===== src/rtl/fx2_fifo_reader.sv =====
// FX2LP slave-FIFO OUT-endpoint reader: packs 4 bytes into one 32-bit IQ word
// and streams buffered words out on a valid/ready port.
module fx2_fifo_reader #(
  parameter logic [1:0] EP_ADDR      = 2'b00,
  parameter int         DEPTH        = 4,
  parameter int         IDLE_TIMEOUT = 16
) (
  input  logic                       clk,
  input  logic                       reset,
  input  logic                       enable,
  input  logic                       flush,
  input  logic                       iq_swap,
  input  logic [7:0]                 fd_in,
  input  logic                       flag_empty_n,
  output logic                       slrd_n,
  output logic                       sloe_n,
  output logic [1:0]                 fifoadr,
  output logic                       bus_active,
  output logic [31:0]                m_data,
  output logic                       m_valid,
  input  logic                       m_ready,
  output logic [$clog2(DEPTH):0]     level,
  output logic [31:0]                word_count
);

  localparam int AW = $clog2(DEPTH);
  localparam int TW = $clog2(IDLE_TIMEOUT + 1);
  localparam logic [AW:0]   FULL    = (AW+1)'(DEPTH);
  localparam logic [TW-1:0] TO_LAST = TW'(IDLE_TIMEOUT - 1);

  typedef enum logic [1:0] {
    S_IDLE,
    S_ARM,
    S_READ
  } state_t;

  state_t        r_state;
  state_t        w_next;
  logic          r_empty;
  logic [TW-1:0] r_to_cnt;
  logic [1:0]    r_idx;
  logic [23:0]   r_part;
  logic [31:0]   r_mem [DEPTH];
  logic [AW-1:0] r_wr;
  logic [AW-1:0] r_rd;
  logic [AW:0]   r_level;
  logic [31:0]   r_wcnt;

  logic          w_rd;
  logic          w_to;
  logic          w_push;
  logic          w_pop;
  logic [31:0]   w_head;

  assign w_to   = r_empty && (r_to_cnt == TO_LAST);
  assign w_push = w_rd && (r_idx == 2'd3);
  assign w_pop  = m_valid && m_ready;
  assign w_head = r_mem[r_rd];

  always_ff @(posedge clk) begin
    if (reset) r_state <= S_IDLE;
    else       r_state <= w_next;
  end

  always_comb begin
    w_next = r_state;
    sloe_n = 1'b1;
    slrd_n = 1'b1;
    w_rd   = 1'b0;
    unique case (r_state)
      S_IDLE: begin
        if (enable && !r_empty) w_next = S_ARM;
      end
      S_ARM: begin
        sloe_n = 1'b0;
        w_next = S_READ;
      end
      S_READ: begin
        sloe_n = 1'b0;
        w_rd   = enable && !r_empty && (r_level != FULL);
        slrd_n = !w_rd;
        if (!enable || w_to) w_next = S_IDLE;
      end
      default: w_next = S_IDLE;
    endcase
  end

  // Consecutive-empty counter; only runs while the bus is held in READ.
  always_ff @(posedge clk) begin
    if (reset) begin
      r_to_cnt <= '0;
    end else if (r_state == S_READ && r_empty) begin
      r_to_cnt <= w_to ? '0 : r_to_cnt + 1'b1;
    end else begin
      r_to_cnt <= '0;
    end
  end

  always_ff @(posedge clk) begin
    if (reset) begin
      for (int i = 0; i < DEPTH; i++) r_mem[i] <= '0;
    end else if (!flush && w_push) begin
      r_mem[r_wr] <= {fd_in, r_part};
    end
  end

  always_ff @(posedge clk) begin
    if (reset) begin
      r_empty <= 1'b1;
      r_idx   <= '0;
      r_part  <= '0;
      r_wr    <= '0;
      r_rd    <= '0;
      r_level <= '0;
      r_wcnt  <= '0;
    end else begin
      r_empty <= !flag_empty_n;
      if (flush) begin
        r_idx   <= '0;
        r_part  <= '0;
        r_wr    <= '0;
        r_rd    <= '0;
        r_level <= '0;
      end else begin
        if (w_rd) begin
          r_idx <= r_idx + 1'b1;
          if (w_push) r_wr <= r_wr + 1'b1;
          else        r_part[{r_idx, 3'b000} +: 8] <= fd_in;
        end
        if (w_pop) begin
          r_rd   <= r_rd + 1'b1;
          r_wcnt <= r_wcnt + 1'b1;
        end
        if (w_push && !w_pop)      r_level <= r_level + 1'b1;
        else if (!w_push && w_pop) r_level <= r_level - 1'b1;
      end
    end
  end

  assign fifoadr    = EP_ADDR;
  assign bus_active = !sloe_n;
  assign m_valid    = (r_level != '0);
  assign m_data     = iq_swap ? {w_head[15:0], w_head[31:16]} : w_head;
  assign level      = r_level;
  assign word_count = r_wcnt;

endmodule


===== config.mk =====
export PLATFORM = sky130hd
export DESIGN_NAME = fx2_fifo_reader
export DESIGN_NICKNAME = d
export VERILOG_FILES = /design/src/rtl/fx2_fifo_reader.sv
export SDC_FILE = /design/constraint.sdc
export NUM_CORES = 1
export LEC_CHECK = 0
export ABC_AREA = 1
export BUFFER_PORTS_ARGS = -buffer_cell sky130_fd_sc_hd__buf_4
export CORE_ASPECT_RATIO = 0.8
export CORE_UTILIZATION = 59
export CTS_CLUSTER_SIZE = 16
export DETAILED_ROUTE_END_ITERATION = 8
export PLACE_DENSITY = 0.79
export SLEW_MARGIN = 10
export SYNTH_ARGS = -nofsm -noshare
export SYNTH_HDL_FRONTEND = slang
export SYNTH_SLANG_ARGS = --single-unit

===== constraint.sdc =====
create_clock -name clk -period 3.65 [get_ports clk]
set_input_delay 0.73 -clock clk [delete_from_list [all_inputs] [get_ports clk]]
set_output_delay 0.73 -clock clk [all_outputs]
set_load 0.05 [all_outputs]

==> results by group <==
STA
  • RSZ-0062 raised after global routing: no
  • Least-Margin Pin Slew: 649 ps
  • Max Slew Vio Count: 0
  • Slew headroom: 56.7%
  • Minimum hold slack: 404 ps
  • Final min period: roughly 3400 ps
  • Tcrit/Tclk final: 91.8%
  • Hold Vio Cnt, Final: 0
  • Skew final: 10.2 ps
  • Max Clk Rate: slightly below 0.3 GHz
  • Final setup TNS: 0 ps
  • Worst setup margin: 299 ps
  • Final setup viols: 0

Placement
  • Gpl congestion: 0.830
  • Post-detail-place hpwl: around 15,000 um
  • Number of port buffers: 85
  • Dpl ws: roughly 930 ps

Yosys
  • Synth cell count leaders: 270 x nor2_1, 149 x nand2_1, 128 x edfxtp_1
  • Top cell type's share of synthesized area: roughly 41%
  • Mapped cell area: between 9000 and 10,000 um2
  • Synth warn: 0
  • Yosys cell types: 33
  • Post-synthesis sequential area ratio: 56.5%
  • Dominant cell type by area after synthesis: edfxtp_1
  • EDFF count, synth: 128
  • Asr flop ratio synth: 0%
  • Avg Cell Area, Syn: 8.72 um2
  • Top post-synthesis cells by area: edfxtp_1 41%, dfxtp_1 16%, nor2_1 11%
  • Main synth FF type: edfxtp_1
  • Top-count cell post-synth: nor2_1
  • Cells after Synth: 1,086
  • Post-synthesis register bit count: between 200 and 250

Routing
  • DRT Pass-1 Iters: 5
  • Final ANT Viol Nets: 0
  • DR WL/cell: 16.8 um
  • Via density per instance: 5.58
  • # DRC: 0
  • Number of DRC markers in iteration 0: between 700 and 800
  • Vias: 7,739
  • Total Wirelength: 23,300 um

Layout
  • Diodes inserted: 0
  • Util after Layout: a little over two thirds
  • Multi-input logic area: 3460 um2
  • Layout cells sized above 1: 12.6%
  • Nets: 1,187
  • Register area: roughly 5300 um2
  • Area grow syn2layout: 15.6%
  • Filler cells: around 1,300

Power and ir drop
  • Total Power: 5.04 mW
  • Worst VDD drop: about 430 uV
  • Cell area power density: between 400 and 500 nW/um2
  • Pleak: roughly 4.2 nW

Global routing
  • Grt peak-use layer: met2
  • First-pass GRT wire length: 36,300 um
  • Maximum number of pins on one net before global-route repair: 65
  • Grt total ovfl: 0
  • Met1 global-route usage: 40.1%
  • GRT Resource Usage Total: about 29%
  • Vias in the first global route: 7,137
  • GR Util met3: 5.41%
  • Antenna violations before repair: 0
  • M2 GR Usage: 46.5%

Clocking
  • Clock sinks: 203
  • Clock Latency Late Sink: slightly below 500 ps
  • Post-CTS Resized: 0
  • H-tree depth: 1
  • Clock slew at reported path FFs: 60 ps
  • Post-CTS Setup Bufs: 0
  • CTS tree: yes
  • Clock tree buffer depth: 3
  • Cts-stage hold buffer count: 0
  • CTS root buffer: clkbuf_16
  • CTS buffer count: 20

Critical path
  • CP Launch Type: register
  • Worst Path Buf+Inv: 5
  • CP cell instances: buf_4, inv_1, buf_12, o21ai_0, o22a_1, inv_1, nand2_1, o21ai_0, buf_4
  • CP Capture Type: output pin
  • Critical Path Max Stage Delay: ~370 ps
  • CP delay by family, top: buffers and inverters
  • Required @ worst endpoint: 2920 ps
  • WS Path Type: reg2out
  • Crit path max fanout: 36
  • CP Data Arrival Time: between 2000 and 3000 ps
  • Critical-path top delay cell: inv_1

Outcome
  • Status: completed

Die
  • Die height: 115 um
  • Chip width: 144 um
  • Ports: 88
  • Core area: 15,700 um2
  • Starting density of the core: roughly 60%
  • Placement Rows: between 40 and 50
  • Die area: 16,600 um2

Run
  • Maxcap violations: 0

Hold path
  • Hold Crit Class: in2reg
-- cell families after synthesis --
kind of cell | share of synthesized area, %
other | 0.0396
XOR/XNOR | 0.925
AND/OR/NAND/NOR | 21.3
AO/OA/AOI/OAI | 12.3
adder cells (fa/ha/maj) | 1.93
flip-flops | 56.5
buffers and inverters | 7.05
-- worst paths after layout --
path                startpoint           end  slack, ps  cells past startpoint
setup / recovery      register    m_data[14]        300                      9
hold / removal    flag_empty_n       r_empty        400                      2
setup reg to reg    r_state[0]  r_mem[1][22]       1240                     13
hold reg to reg    r_to_cnt[0]   r_to_cnt[0]        450                      1
-- sequential cells by signal, summed over array words and instances (netlist names), named ones only --
name / count
r_empty: 1
r_state: 2
r_mem: 128
r_to_cnt: 5
level: 3
word_count: 32
r_rd: 2
r_wr: 2
r_idx: 2
r_part: 24
-- routing by layer --
| layer | vias to the layer above | share of wire [%] | wire length [um] |
|---|---|---|---|
| met4 | 0 | 2.1 | 484 |
| met1 | 3618 | 43 | 10100 |
| met3 | 40 | 9.0 | 2100 |
| li1 | 3738 | - | - |
| met2 | 343 | 45 | 10600 |
| met5 | - | 0 | 0 |
-- final cells by class --
class	instances	area share, %
Clock buffer	31	5.98
Clock inverter	5	0.240
Multi-Input combinational cell	722	31.6
Tap cell	215	2.46
Sequential cell	203	48.9
Timing Repair Buffer	99	7.02
Inverter	112	3.84
-- stage by stage --
| step | instance area, um2 | instances |
|---|---|---|
| 2_1_floorplan | 9470 | 1087 |
| 3_3_place_gp | 10300 | 1351 |
| 4_1_cts | 10900 | 1387 |
| 5_1_grt | 10900 | 1387 |
| 6_report | 10900 | 1387 |
| 3_5_place_dp | 10300 | 1351 |
-- cells in the final DEF (no fill, tap or decap), drive strengths merged, types with 4 or more instances in the layout --
cell type  instances
nand4              8
edfxtp           128
clkbuf            31
inv              112
clkinv             4
dfxtp             75
xnor2              6
o21bai             4
nor2             277
nor3               6
nand3             46
xor2               4
buf               99
o22a              16
a32o              16
nor3b              5
nand2            152
ha                13
a21oi             75
o21ai             86
-- power breakdown --
group          switching (mW)  total (mW)  internal [mW]
Clock                   0.843        2.08           1.23
Combinational           0.324       0.443          0.119
Sequential             0.0233        2.52           2.50
Total                    1.19        5.04           3.85
Power figures use the tool's default switching activity.
